<file path="config.mk">
export PLATFORM = sky130hd
export DESIGN_NAME = hog_bridge_ctrl
export DESIGN_NICKNAME = d
export VERILOG_FILES = /design/src/rtl/hog_bridge_ctrl_pkg.sv /design/src/rtl/hog_bridge_ctrl.sv
export SDC_FILE = /design/constraint.sdc
export NUM_CORES = 1
export LEC_CHECK = 0
export ABC_AREA = 1
export ABC_CLOCK_PERIOD_IN_PS = 1800
export BUFFER_PORTS_ARGS = -buffer_cell sky130_fd_sc_hd__buf_2
export CORE_AREA = 2 2 222 224
export CTS_BUF_LIST = sky130_fd_sc_hd__clkbuf_8 sky130_fd_sc_hd__clkbuf_16
export DETAILED_ROUTE_END_ITERATION = 10
export DIE_AREA = 0 0 224 226
export SETUP_SLACK_MARGIN = 0.5
export SKIP_LAST_GASP = 1
export SYNTH_ARGS = -nofsm -noshare
export SYNTH_HDL_FRONTEND = slang
export SYNTH_SLANG_ARGS = --single-unit
</file>
<file path="constraint.sdc">
create_clock -name clk_clk -period 1.8 [get_ports clk_clk]
set_clock_uncertainty 0.05 [all_clocks]
set_input_delay 0.09 -clock clk_clk [delete_from_list [all_inputs] [get_ports clk_clk]]
set_output_delay 0.09 -clock clk_clk [all_outputs]
set_load 0.02 [all_outputs]
</file>
<file path="src/rtl/hog_bridge_ctrl_pkg.sv">
// Shared register map, control/status bit positions and bridge FSM state encoding.
// Pure declarations; no latency or flow control of its own.
package hog_bridge_ctrl_pkg;

   localparam int ADDR_W = 5;

   localparam logic [ADDR_W-1:0] ADDR_CTRL     = 5'd0;
   localparam logic [ADDR_W-1:0] ADDR_STATUS   = 5'd1;
   localparam logic [ADDR_W-1:0] ADDR_IRQ_CLR  = 5'd2;
   localparam logic [ADDR_W-1:0] ADDR_IMG_SIZE = 5'd3;
   localparam logic [ADDR_W-1:0] ADDR_PIX_PORT = 5'd4;
   localparam logic [ADDR_W-1:0] ADDR_RES_PORT = 5'd5;

   localparam int CTRL_START_BIT  = 0;
   localparam int CTRL_IRQ_EN_BIT = 1;

   localparam int STAT_BUSY_BIT = 0;
   localparam int STAT_DONE_BIT = 1;
   localparam int STAT_ERR_BIT  = 2;

   localparam int CLR_DONE_BIT = 0;
   localparam int CLR_ERR_BIT  = 1;

   typedef enum logic [2:0] {
      ST_IDLE,
      ST_ACCESS,
      ST_WAIT_PUSH,
      ST_WAIT_POP,
      ST_ACK,
      ST_HOLD
   } state_t;

   function automatic logic [31:0] merge_bytes(input logic [31:0] cur,
                                               input logic [31:0] upd,
                                               input logic [3:0]  be);
      logic [31:0] res;
      res = cur;
      for (int i = 0; i < 4; i++) begin
         if (be[i]) res[8*i +: 8] = upd[8*i +: 8];
      end
      return res;
   endfunction

endpackage

</file>
<file path="src/rtl/hog_bridge_ctrl.sv">
// Register bridge for the HOG core: control/status regs plus pixel push and result pop ports.
// Register access acks two cycles after bus_enable; stream accesses wait on valid/ready up to TIMEOUT cycles.
module hog_bridge_ctrl
   import hog_bridge_ctrl_pkg::*;
#(
   parameter int DATA_W  = 128,
   parameter int TIMEOUT = 1023
) (
   input  logic              clk_clk,
   input  logic              reset_reset_n,
   input  logic [4:0]        bridge_address,
   input  logic              bridge_bus_enable,
   input  logic [15:0]       bridge_byte_enable,
   input  logic              bridge_rw,
   input  logic [DATA_W-1:0] bridge_write_data,
   output logic [DATA_W-1:0] bridge_read_data,
   output logic              bridge_acknowledge,
   output logic              bridge_irq,
   output logic [15:0]       cfg_img_w,
   output logic [15:0]       cfg_img_h,
   output logic              core_start,
   input  logic              core_busy,
   input  logic              core_done,
   output logic [DATA_W-1:0] pix_data,
   output logic              pix_valid,
   input  logic              pix_ready,
   input  logic [DATA_W-1:0] res_data,
   input  logic              res_valid,
   output logic              res_ready
);

   localparam int TW = $clog2(TIMEOUT + 1);
   localparam logic [TW-1:0] TIMER_LAST = TW'(TIMEOUT - 1);

   state_t            state;
   logic [4:0]        addr_q;
   logic              rw_q;
   logic [15:0]       be_q;
   logic [DATA_W-1:0] wdata_q;
   logic [TW-1:0]     timer;

   logic              irq_en;
   logic              done_flag;
   logic              err_flag;
   logic [15:0]       img_w;
   logic [15:0]       img_h;

   logic              reg_wr;
   logic              start_req;
   logic              clr_done;
   logic              clr_err;
   logic              pix_be_err;
   logic              wait_timeout;
   logic              err_set;
   logic [31:0]       img_size_new;
   logic [DATA_W-1:0] rd_mux;

   assign reg_wr       = (state == ST_ACCESS) && !rw_q;
   assign start_req    = reg_wr && (addr_q == ADDR_CTRL) && be_q[0] && wdata_q[CTRL_START_BIT];
   assign clr_done     = reg_wr && (addr_q == ADDR_IRQ_CLR) && be_q[0] && wdata_q[CLR_DONE_BIT];
   assign clr_err      = reg_wr && (addr_q == ADDR_IRQ_CLR) && be_q[0] && wdata_q[CLR_ERR_BIT];
   assign pix_be_err   = reg_wr && (addr_q == ADDR_PIX_PORT) && !(&be_q);
   assign wait_timeout = ((state == ST_WAIT_PUSH && !pix_ready) ||
                          (state == ST_WAIT_POP  && !res_valid)) && (timer == TIMER_LAST);
   assign err_set      = (start_req && core_busy) || pix_be_err || wait_timeout;
   assign img_size_new = merge_bytes({img_h, img_w}, wdata_q[31:0], be_q[3:0]);

   assign pix_data  = wdata_q;
   assign cfg_img_w = img_w;
   assign cfg_img_h = img_h;

   always_comb begin
      rd_mux = '0;
      case (addr_q)
         ADDR_CTRL:     rd_mux[CTRL_IRQ_EN_BIT] = irq_en;
         ADDR_STATUS: begin
            rd_mux[STAT_BUSY_BIT] = core_busy;
            rd_mux[STAT_DONE_BIT] = done_flag;
            rd_mux[STAT_ERR_BIT]  = err_flag;
         end
         ADDR_IMG_SIZE: rd_mux[31:0] = {img_h, img_w};
         default:       rd_mux = '0;
      endcase
   end

   always_ff @(posedge clk_clk or negedge reset_reset_n) begin
      if (!reset_reset_n) begin
         state              <= ST_IDLE;
         addr_q             <= '0;
         rw_q               <= 1'b0;
         be_q               <= '0;
         wdata_q            <= '0;
         timer              <= '0;
         bridge_acknowledge <= 1'b0;
         bridge_read_data   <= '0;
         pix_valid          <= 1'b0;
         res_ready          <= 1'b0;
      end else begin
         case (state)
            ST_IDLE: begin
               if (bridge_bus_enable) begin
                  addr_q  <= bridge_address;
                  rw_q    <= bridge_rw;
                  be_q    <= bridge_byte_enable;
                  wdata_q <= bridge_write_data;
                  state   <= ST_ACCESS;
               end
            end
            ST_ACCESS: begin
               timer <= '0;
               if (!rw_q && addr_q == ADDR_PIX_PORT) begin
                  // a partial-lane pixel write is rejected but still completes on the bus
                  if (&be_q) begin
                     pix_valid <= 1'b1;
                     state     <= ST_WAIT_PUSH;
                  end else begin
                     bridge_acknowledge <= 1'b1;
                     state              <= ST_ACK;
                  end
               end else if (rw_q && addr_q == ADDR_RES_PORT) begin
                  res_ready <= 1'b1;
                  state     <= ST_WAIT_POP;
               end else begin
                  if (rw_q) bridge_read_data <= rd_mux;
                  bridge_acknowledge <= 1'b1;
                  state              <= ST_ACK;
               end
            end
            ST_WAIT_PUSH: begin
               if (pix_ready) begin
                  pix_valid          <= 1'b0;
                  bridge_acknowledge <= 1'b1;
                  state              <= ST_ACK;
               end else if (wait_timeout) begin
                  pix_valid          <= 1'b0;
                  bridge_read_data   <= '0;
                  bridge_acknowledge <= 1'b1;
                  state              <= ST_ACK;
               end else begin
                  timer <= timer + TW'(1);
               end
            end
            ST_WAIT_POP: begin
               if (res_valid) begin
                  res_ready          <= 1'b0;
                  bridge_read_data   <= res_data;
                  bridge_acknowledge <= 1'b1;
                  state              <= ST_ACK;
               end else if (wait_timeout) begin
                  res_ready          <= 1'b0;
                  bridge_read_data   <= '0;
                  bridge_acknowledge <= 1'b1;
                  state              <= ST_ACK;
               end else begin
                  timer <= timer + TW'(1);
               end
            end
            ST_ACK: begin
               bridge_acknowledge <= 1'b0;
               state              <= ST_HOLD;
            end
            ST_HOLD: begin
               if (!bridge_bus_enable) state <= ST_IDLE;
            end
            default: state <= ST_IDLE;
         endcase
      end
   end

   always_ff @(posedge clk_clk or negedge reset_reset_n) begin
      if (!reset_reset_n) begin
         irq_en     <= 1'b0;
         img_w      <= '0;
         img_h      <= '0;
         done_flag  <= 1'b0;
         err_flag   <= 1'b0;
         core_start <= 1'b0;
         bridge_irq <= 1'b0;
      end else begin
         core_start <= start_req && !core_busy;
         if (reg_wr && addr_q == ADDR_CTRL && be_q[0]) irq_en <= wdata_q[CTRL_IRQ_EN_BIT];
         if (reg_wr && addr_q == ADDR_IMG_SIZE) {img_h, img_w} <= img_size_new;
         // set has priority over a clear landing in the same cycle
         done_flag  <= core_done | (done_flag & ~clr_done);
         err_flag   <= err_set | (err_flag & ~clr_err);
         bridge_irq <= irq_en & done_flag;
      end
   end

endmodule

</file>
==> results.toml, run 1 <==
[run_status]
status = "complete, but fails checks"
failed_checks = "hold timing, setup timing"

[synth]
post_synth_adder_cell_area = 0.00180
synth.most_common_cell = "sky130_fd_sc_hd__nand2_1"
yosys_warnings = 0
synth-edff-count = 0
synthSimpleGateAreaFrac = 0.202
synth.top_cells.by_area = "sky130_fd_sc_hd__dfrtp_1 (60%), sky130_fd_sc_hd__nand2_1 (14%), sky130_fd_sc_hd__mux2_2 (4.9%), sky130_fd_sc_hd__mux2_1 (4.3%), sky130_fd_sc_hd__nor2_1 (2.8%)"
synth_flop_cell = "sky130_fd_sc_hd__dfrtp_1"
synth_compound_gate_area_share = 0.0597
yosysTopAreaCellShare = 0.596
synth.cell_area_mm2 = 0.0139
post_synth_mux_area_share = 0.0916
synth_seq_area_share = 0.596
synth.distinct_cells = 25
netlist.top_cell.by_area = "sky130_fd_sc_hd__dfrtp_1"
syn-num-nets = 1737
async_flop_share = 1.00
synth_top_family_by_area = "simple AND/OR/NAND/NOR gates"
ys_ff_latch = 331
synth_xor_xnor_area_share = 0.00315
post_synth.cell_area_avg_um2 = 9.58
synthCells = 1450
post_synth_most_frequent_cells = "sky130_fd_sc_hd__nand2_1 (521), sky130_fd_sc_hd__dfrtp_1 (331), sky130_fd_sc_hd__nor2_1 (102), sky130_fd_sc_hd__nand3_1 (61), sky130_fd_sc_hd__mux2_2 (60)"

[setup_path]
start_kind = "flip-flop"
worstSetupPathType = "flip-flop to flip-flop"
cp.arrival_ps = 2200
crit_fanout = 7
timing.critical_path.to_type = "flip-flop"
cp.required_ps = 2180

[finish]
layout.core_utilization = 0.503
finalNetCount = 2698
n_antenna_cell = 0
post_route_cell_area_mm2 = 0.0243
post_route_cells_drive_above_1_share = 0.456
stdcell_count = 3059
multi_input_comb_area_mm2 = 0.00616
fillCellCount = 4152
layout-area-overhead-vs-synth_pct = 75.2
ff_latch_area_mm2 = 0.00829

[clocking]
tritoncts = "done"
clk-insertion-delay-late_ps = 540
clkSlewWorstSetupHoldPaths_ps = 60
tritoncts_num_sinks = 331
cts.root.buffer_cell = "sky130_fd_sc_hd__clkbuf_16"
cts.htree.levels = 2
clock_tree.buffer_depth = 3
cts-buffers-inserted = 37

[drt]
vias = 14500
met2WireLength_mm = 29.7
length_of_routed_wiring_on_met1_mm = 23.3
number_of_nets_with_antenna_violations_after_detailed_routing = 0
drt_wl_total_mm = 60.5
detailed_route_vias_per_instance = 4.74
drcViolationCount = 0
routed-wl-met3_mm = 4.43
1st_pass_router_iterations = 5
detail_route.wl_per_cell_um = 19.8
route.top_layer_used = "met4"
first_iter_violations = 676

[die]
core_area_mm2 = 0.0483
dieWidth_um = 224
start_util = 0.287
ios = 578
floorplan.rows = 81
chipHeight_um = 226
dieArea_mm2 = 0.0506

[timing]
slew_viol_final = 0
finalHoldViolations = 1
tns_ps = -90.3
finalCritPeriodShare = 1.01
timing_worst_slew_pin_value_ps = 520
setup_viol = 12
hold_slack_ps = -25.7
min_period_ps = 1820
worst_slew_margin_rel = 0.654
rsz0062_at_grt = "true"
fmaxAchievable_ghz = 0.548
timing.final.ws_setup_ps = -24.6

[placement]
placed_cells_incl_taps = 2650
port_bufs = 577
post_dp_cell_area_mm2 = 0.0184
post-dp-hpwl_mm = 37.0
dpl_worst_slack_ps = -22.3
gp_congestion = 0.825

[pwr]
powerDensity_mw_per_mm2 = 1350
power_leakage_nw = 12.7
ir_worst_vdd_mv = 1.14

[global_routing]
remaining_overflow_grt = 0
grt_max_degree = 58
antenna_found_initial = 0
grt_pass1_wl_mm = 84.8
globalRouteTotalUtil = 0.217
first_global_vias = 15000

[job]
cap_viol_max_count = 0

[min_path]
timing.hold.worst.class = "input pin to flip-flop"
-- worst max-delay path, stage by stage, from the launching register on --
cell and delay [ps]:
sky130_fd_sc_hd__dfrtp_1 410, sky130_fd_sc_hd__inv_2 100, sky130_fd_sc_hd__nor2_4 180, sky130_fd_sc_hd__nand3_1 120
sky130_fd_sc_hd__nand2_1 120, sky130_fd_sc_hd__nand2_2 90, sky130_fd_sc_hd__buf_4 160, sky130_fd_sc_hd__buf_4 130
sky130_fd_sc_hd__inv_2 70, sky130_fd_sc_hd__nor2_2 40, sky130_fd_sc_hd__buf_6 120, sky130_fd_sc_hd__nand2_1 50
sky130_fd_sc_hd__o21ai_0 60
-- report_power, final --
group	switching, mW	internal (mW)
combinational	7.65	6.42
clock	3.21	4.76
sequential	1.39	9.41
total	12.3	20.6
-- cells by family after synthesis --
kind of cell             count (synthesis)
AO/OA/AOI/OAI                          144
flip-flops                             331
XOR/XNOR                                 5
AND/OR/NAND/NOR                        711
buffers and inverters                  144
multiplexers                           113
adder cells (fa/ha/maj)                  2
-- what timing repair did --
item | in CTS | in global routing
hold buffers | 283 | 0
hold endpoints to repair | 614 | 0
setup buffers | 21 | 11
gates cloned | 16 | 13
pin swaps | 12 | 20
setup endpoints to repair | 370 | 402
gates resized for setup | 87 | 174
-- layout by cell type, fill, tap and decap left out, types with 8 or more instances in the layout --
cell | netlist | final
sky130_fd_sc_hd__nor2_2 | 8 | 11
sky130_fd_sc_hd__dfrtp_1 | 331 | 328
sky130_fd_sc_hd__buf_12 | 0 | 19
sky130_fd_sc_hd__o21ai_1 | 48 | 48
sky130_fd_sc_hd__nand3_1 | 61 | 46
sky130_fd_sc_hd__clkbuf_16 | 0 | 47
sky130_fd_sc_hd__nand2_2 | 5 | 79
sky130_fd_sc_hd__o21ai_0 | 27 | 25
sky130_fd_sc_hd__buf_16 | 0 | 18
sky130_fd_sc_hd__a21oi_2 | 0 | 30
sky130_fd_sc_hd__nand3_2 | 0 | 14
sky130_fd_sc_hd__nor2_1 | 102 | 91
sky130_fd_sc_hd__buf_2 | 35 | 576
sky130_fd_sc_hd__inv_2 | 10 | 15
sky130_fd_sc_hd__buf_4 | 4 | 78
sky130_fd_sc_hd__mux2_4 | 0 | 52
sky130_fd_sc_hd__dlygate4sd3_1 | 0 | 283
sky130_fd_sc_hd__buf_6 | 4 | 11
sky130_fd_sc_hd__mux2_2 | 60 | 60
sky130_fd_sc_hd__nand2_4 | 0 | 55
sky130_fd_sc_hd__a21oi_1 | 40 | 10
sky130_fd_sc_hd__nand2_1 | 521 | 387
sky130_fd_sc_hd__a41oi_1 | 29 | 29
sky130_fd_sc_hd__inv_1 | 57 | 57
sky130_fd_sc_hd__nor2_4 | 0 | 8
-- cell type report --
| cell class | count | area share |
|---|---|---|
| sequential | 331 | 0.341 |
| clock inverter | 20 | 0.00884 |
| clock buffer | 45 | 0.0435 |
| tap | 622 | 0.0320 |
| timing repair buffer | 997 | 0.311 |
| multi-input combinational | 976 | 0.253 |
| inverter | 68 | 0.0105 |
-- layer usage --
layer	vias up	GRT usage
li1	6654	-
met1	7039	0.255
met2	649	0.366
met3	154	0.0572
met4	0	0.109
met5	-	0
-- state kept, by name (all words and copies together), names as in the netlist, 3 cells and up --
| register | cells |
|---|---|
| be_q | 16 |
| state | 3 |
| addr_q | 5 |
| bridge_read_data | 128 |
| pix_data | 128 |
| cfg_img_h | 16 |
| cfg_img_w | 16 |
| timer | 10 |
-- path summary, 6_finish.rpt --
| check | start | to | slack, ps | cells after the start |
|---|---|---|---|---|
| max in group asynchronous | reset_reset_n | bridge_read_data[56] | 860 | 3 |
| max reg2reg | state[1] | timer[4] | -20 | 12 |
| min in group asynchronous | reset_reset_n | bridge_read_data[95] | 40 | 2 |
| max | state[1] | timer[4] | -20 | 12 |
| min reg2reg | bridge_read_data[96] | bridge_read_data[96] | 420 | 2 |
| min | pix_ready | state[2] | -30 | 5 |
-- stage by stage --
stage	hold slack [ps]	power, mW
floorplan	-256	17.4
global placement	14.8	21.1
detailed placement	17.0	21.2
CTS	-59.3	31.5
global route	6.03	34.3
finish	-25.7	32.8
Power figures use the tool's default switching activity.
==> run 2: changes to the inputs <==
ABC_CLOCK_PERIOD_IN_PS = 2160   (was 1800)
CORE_AREA = 2 2 226 228   (was 2 2 222 224)
CTS_BUF_LIST = sky130_fd_sc_hd__clkbuf_4 sky130_fd_sc_hd__clkbuf_8   (was sky130_fd_sc_hd__clkbuf_8 sky130_fd_sc_hd__clkbuf_16)
DIE_AREA = 0 0 228 230   (was 0 0 224 226)
clock period = 2.16 ns   (was 1.8 ns; I/O delays follow)
==> results.toml, run 2 (synthesized netlist as in run 1, its figures left out) <==
[drt]
detailed_route_vias_per_instance = 4.72
drt_wl_total_mm = 61.7
detail_route.wl_per_cell_um = 19.6
first_iter_violations = 799
number_of_nets_with_antenna_violations_after_detailed_routing = 0
vias = 14900
1st_pass_router_iterations = 5
drcViolationCount = 0

[timing]
setup_viol = 0
hold_slack_ps = 27.9
min_period_ps = 1860
tns_ps = 0
finalCritPeriodShare = 0.859
worst_slew_margin_rel = 0.532
timing_worst_slew_pin_value_ps = 701
rsz0062_at_grt = "true"
timing.final.ws_setup_ps = 305
finalHoldViolations = 0
fmaxAchievable_ghz = 0.539
slew_viol_final = 0

[placement]
port_bufs = 577
gp_congestion = 0.876
placed_cells_incl_taps = 2662
dpl_worst_slack_ps = 156
post-dp-hpwl_mm = 35.7

[die]
start_util = 0.279
ios = 578
dieWidth_um = 228
floorplan.rows = 82
core_area_mm2 = 0.0499
dieArea_mm2 = 0.0524
chipHeight_um = 230

[finish]
layout.cells.most_common = "sky130_fd_sc_hd__buf_2"
layout-area-overhead-vs-synth_pct = 73.2
stdcell_count = 3148
most_frequent_cells_in_the_layout = "sky130_fd_sc_hd__buf_2 (576), sky130_fd_sc_hd__nand2_1 (470), sky130_fd_sc_hd__dfrtp_1 (327), sky130_fd_sc_hd__dlygate4sd3_1 (284)"
post_route_cells_drive_above_1_share = 0.418
finalNetCount = 2706

[clocking]
cts-buffers-inserted = 60
clock_tree.buffer_depth = 3
clkSlewWorstSetupHoldPaths_ps = 60
cts.root.buffer_cell = "sky130_fd_sc_hd__clkbuf_8"
clk-insertion-delay-late_ps = 660
tritoncts_num_sinks = 331
cts.htree.levels = 2
tritoncts = "done"

[global_routing]
remaining_overflow_grt = 0
antenna_found_initial = 5
globalRouteTotalUtil = 0.210
grt_max_degree = 98
grt_pass1_wl_mm = 87.1
first_global_vias = 15500

[setup_path]
critical_path.reg2reg.startpoint = "state[1]"
worst-r2r-setup-slack_ps = 300
crit-reg2reg-capture = "pix_data[125]"
crit_top_cell = "sky130_fd_sc_hd__nor2_4"
path_buf_inv = 3
worstPathCellList = "nor2_4 -> inv_2 -> nor2_4 -> buf_6 -> nand2_8 -> buf_16 -> mux2_1"
timing.critical_path.to_type = "flip-flop"
reg2regPathDepth = 7
cp.arrival_ps = 2320
cp.required_ps = 2630
critical_path.max_stage_delay_ps = 430
worstSetupPathType = "flip-flop to flip-flop"
start_kind = "flip-flop"
crit_family = "simple AND/OR/NAND/NOR gates"
crit_fanout = 8
slowest_stage_cell_crit_path = "sky130_fd_sc_hd__dfrtp_2"

[pwr]
p_int_mw = 16.9
power_frac_clock = 0.246
powerDensity_mw_per_mm2 = 1130
power_leakage_nw = 12.5
share_comb_of_total_power = 0.424
ir_worst_vdd_mv = 0.974
power.share.switching = 0.379
seq_power_share = 0.330
p_switching_mw = 10.3

[run_status]
status = "complete, no violations"

[min_path]
timing.hold.worst.class = "input pin to asynchronous set/reset pin"

[job]
cap_viol_max_count = 0
## run 2: changes by cell type in the layout (fill, tap and decap cells not counted), sizes merged, moves of 2 or more
cell	previous run	this run
bufinv	4	2
buf	705	680
diode	0	7
clkinv	7	12
nand2	527	529
inv	73	68
clkbuf	53	111
## run 2: worst max path at each step
stage	from	endpoint	slack (ps)	cells after the start
2_1_floorplan	timer[0]	bridge_read_data[29]	410	13
3_3_place_gp	state[2]	bridge_read_data[64]	230	9
3_5_place_dp	state[2]	bridge_read_data[42]	160	9
4_1_cts	timer[0]	bridge_read_data[124]	380	13
5_1_grt	state[2]	bridge_read_data[21]	240	10
6_report	state[1]	pix_data[125]	300	7
## run 2: final cells by class
cell class / instances / area, um2
clock inverters: 17 / 150
multi-input cells: 978 / 5640
fillers: 4385 / 25800
flip-flops and latches: 331 / 8290
inverters: 68 / 265
repair buffers: 980 / 7620
clock buffers: 95 / 1230
well taps: 672 / 841
diodes: 7 / 17.5
## run 2: timing repair
item / CTS / global route
pin swaps: 12 / 20
endpoints found under the setup margin: 306 / 313
gates cloned: 15 / 28
endpoints found under the hold margin: 628 / 0
buffers inserted: 27 / 13
gates resized for setup: 114 / 114
hold buffers: 284 / 0
## run 2: per-stage QoR
step | total power [mW] | area, um2 | util
finish | 27.2 | 24100 | 0.483
global route | 28.3 | 24100 | 0.482
CTS | 25.4 | 23000 | 0.461
detailed placement | 16.6 | 17800 | 0.356
global placement | 16.5 | 17800 | 0.356
floorplan | 13.4 | 13900 | -
## run 2: per-layer routing
layer  up-vias  share of wire  global-route usage
met1      7235           0.39               0.249
met2       770           0.49               0.359
li1       6682              -                   -
met5         -              0                   0
met3       187          0.074              0.0559
met4         0          0.043              0.0915
## run 2: power groups by stage
stage               Combinational [mW]  Sequential (mW)  Clock (mW)
detailed placement                7.71             8.91           0
global placement                  7.60             8.85           0
CTS                               9.75             8.86        6.81
global route                      12.1             9.13        7.13
floorplan                         2.97             10.5           0
finish                            11.5             8.97        6.70
==> run 3: changes to the inputs <==
--- a/config.mk
+++ b/config.mk
@@ -8,9 +8,10 @@
 export ABC_AREA = 1
 export ABC_CLOCK_PERIOD_IN_PS = 2160
-export BUFFER_PORTS_ARGS = -buffer_cell sky130_fd_sc_hd__buf_2
+export BUFFER_PORTS_ARGS = -buffer_cell sky130_fd_sc_hd__clkbuf_2
 export CORE_AREA = 2 2 226 228
 export CTS_BUF_LIST = sky130_fd_sc_hd__clkbuf_4 sky130_fd_sc_hd__clkbuf_8
 export DETAILED_ROUTE_END_ITERATION = 10
 export DIE_AREA = 0 0 228 230
+export REMOVE_ABC_BUFFERS = 1
 export SETUP_SLACK_MARGIN = 0.5
 export SKIP_LAST_GASP = 1
--- a/constraint.sdc
+++ b/constraint.sdc
@@ -3,3 +3,3 @@
 set_input_delay 0.108 -clock clk_clk [delete_from_list [all_inputs] [get_ports clk_clk]]
 set_output_delay 0.108 -clock clk_clk [all_outputs]
-set_load 0.02 [all_outputs]
+set_load 0.05 [all_outputs]
==> results.toml, run 3 (synthesized netlist as in run 1, its figures left out) <==
[setup_path]
slowest_stage_cell_crit_path = "sky130_fd_sc_hd__dfrtp_1"
path_buf_inv = 4
worst-r2r-setup-slack_ps = 300
critical_path.max_stage_delay_ps = 420
worstSetupPathType = "flip-flop to flip-flop"
crit_family = "buffers and inverters"
start_kind = "flip-flop"
critical_path.reg2reg.startpoint = "state[1]"
timing.critical_path.to_type = "flip-flop"
worstPathCellList = "buf_6 -> nor2_4 -> inv_2 -> nor2_4 -> buf_12 -> nand2_8 -> clkbuf_16 -> mux2_2"
crit_top_cell = "sky130_fd_sc_hd__nor2_4"
cp.required_ps = 2600
crit-reg2reg-capture = "pix_data[34]"
reg2regPathDepth = 8
cp.arrival_ps = 2300
crit_fanout = 9

[global_routing]
first_global_vias = 15000
globalRouteTotalUtil = 0.208
grt_pass1_wl_mm = 85.7
grt_max_degree = 61
antenna_found_initial = 9
remaining_overflow_grt = 0

[pwr]
ir_worst_vdd_mv = 1.21
fin_total_pwr_mw = 28.9
power_leakage_nw = 12.1
powerDensity_mw_per_mm2 = 1240

[timing]
finalCritPeriodShare = 0.859
min_period_ps = 1860
setup_viol = 0
finalHoldViolations = 0
tns_ps = 0
hold_slack_ps = 172
worst_slew_margin_rel = 0.636
slew_viol_final = 0
fmaxAchievable_ghz = 0.539
rsz0062_at_grt = "true"
timing_worst_slew_pin_value_ps = 546

[drt]
drcViolationCount = 0
drt_wl_total_mm = 57.9
first_iter_violations = 870
number_of_nets_with_antenna_violations_after_detailed_routing = 0
detail_route.wl_per_cell_um = 18.5
detailed_route_vias_per_instance = 4.56
vias = 14300
1st_pass_router_iterations = 5

[finish]
ff_latch_area_mm2 = 0.00829
layout-area-overhead-vs-synth_pct = 68.4
layout.cells.most_common = "sky130_fd_sc_hd__clkbuf_2"
post_route_cells_drive_above_1_share = 0.384
fillCellCount = 4498
multi_input_comb_area_mm2 = 0.00535
most_frequent_cells_in_the_layout = "sky130_fd_sc_hd__clkbuf_2 (576), sky130_fd_sc_hd__nand2_1 (492), sky130_fd_sc_hd__dfrtp_1 (329), sky130_fd_sc_hd__dlygate4sd3_1 (285), sky130_fd_sc_hd__nor2_1 (94)"
finalNetCount = 2689
post_route_cell_area_mm2 = 0.0234

[die]
start_util = 0.279
chipHeight_um = 230
dieWidth_um = 228
dieArea_mm2 = 0.0524
floorplan.rows = 82
core_area_mm2 = 0.0499
ios = 578

[clocking]
cts.htree.levels = 2
clkSlewWorstSetupHoldPaths_ps = 70
cts-buffers-inserted = 58
tritoncts = "done"
tritoncts_num_sinks = 331
clk-insertion-delay-late_ps = 630
cts.root.buffer_cell = "sky130_fd_sc_hd__clkbuf_8"
clock_tree.buffer_depth = 3

[placement]
port_bufs = 577
post_dp_cell_area_mm2 = 0.0178
post-dp-hpwl_mm = 36.5
gp_congestion = 0.877

[min_path]
worst_hold_startpoint = "res_data[107]"
timing.hold.worst.class = "input pin to flip-flop"
hold_path_end = "bridge_read_data[107]"
holdPathStages = 4

[run_status]
status = "complete, no violations"

[job]
cap_viol_max_count = 0
## run 3: cell types whose count changed in the layout (fill, tap and decap cells not counted), moves of 9 or more
cell                        delta
sky130_fd_sc_hd__nand2_1      +22
sky130_fd_sc_hd__a21oi_1      +13
sky130_fd_sc_hd__clkbuf_2    +576
sky130_fd_sc_hd__nand2_2      -23
sky130_fd_sc_hd__mux2_1       +25
sky130_fd_sc_hd__a21oi_2      -12
sky130_fd_sc_hd__nor2_1       +11
sky130_fd_sc_hd__clkbuf_16     -9
sky130_fd_sc_hd__nor2_4        -9
sky130_fd_sc_hd__mux2_4       -24
sky130_fd_sc_hd__buf_2       -576
## run 3: metal layers
metal | global-route usage | routed length [um] | share of wire
met5 | 0 | 13 | 0.00022
met4 | 0.0966 | 2250 | 0.039
met3 | 0.0614 | 4470 | 0.077
met2 | 0.365 | 29500 | 0.51
met1 | 0.232 | 21700 | 0.37
## run 3: worst max path at each step
stage | from | end | slack [ps] | cells past startpoint
floorplan | state[2] | bridge_read_data[1] | -1240 | 7
global placement | state[1] | timer[3] | 240 | 9
detailed placement | state[1] | timer[3] | 190 | 9
CTS | timer[0] | bridge_read_data[59] | 330 | 13
global route | state[0] | bridge_read_data[81] | 200 | 11
finish | state[1] | pix_data[34] | 300 | 8
## run 3: tightest hold or removal path: stages
cell and delay [ps]:
sky130_fd_sc_hd__dlygate4sd3_1 520, sky130_fd_sc_hd__clkbuf_2 90, sky130_fd_sc_hd__nand2_1 40, sky130_fd_sc_hd__nand2_1 50
## run 3: per-stage QoR
step / worst slack [ps] / util / instances
after floorplan: -1240 / - / 1374
after global placement: 238 / 0.357 / 2669
after detailed placement: 192 / 0.357 / 2669
after CTS: 334 / 0.456 / 3097
after global routing: 199 / 0.469 / 3131
final: 304 / 0.469 / 3131
## run 3: final cells by class
type / count / area share
timing repair buffer: 966 / 0.314
tap: 672 / 0.0359
clock inverter: 20 / 0.00669
multi-input combinational: 977 / 0.229
inverter: 68 / 0.0114
clock buffer: 88 / 0.0483
sequential: 331 / 0.354
antenna: 9 / 0.000963
## run 3: timing repair
action / in CTS / in global routing
endpoints found under the hold margin: 628 / 0
buffers inserted: 20 / 13
cloned: 15 / 12
setup endpoints to repair: 313 / 321
pin swaps: 12 / 22
hold buffers: 285 / 0
resized for setup: 80 / 71
## run 3: power breakdown
| group | switching (mW) | internal [mW] | total, mW | leakage (nW) |
|---|---|---|---|---|
| Combinational | 9.10 | 4.52 | 13.6 | 7.21 |
| Clock | 2.76 | 3.59 | 6.35 | 0.694 |
| Sequential | 1.11 | 7.84 | 8.95 | 4.24 |
| Total | 13.0 | 15.9 | 28.9 | 12.1 |
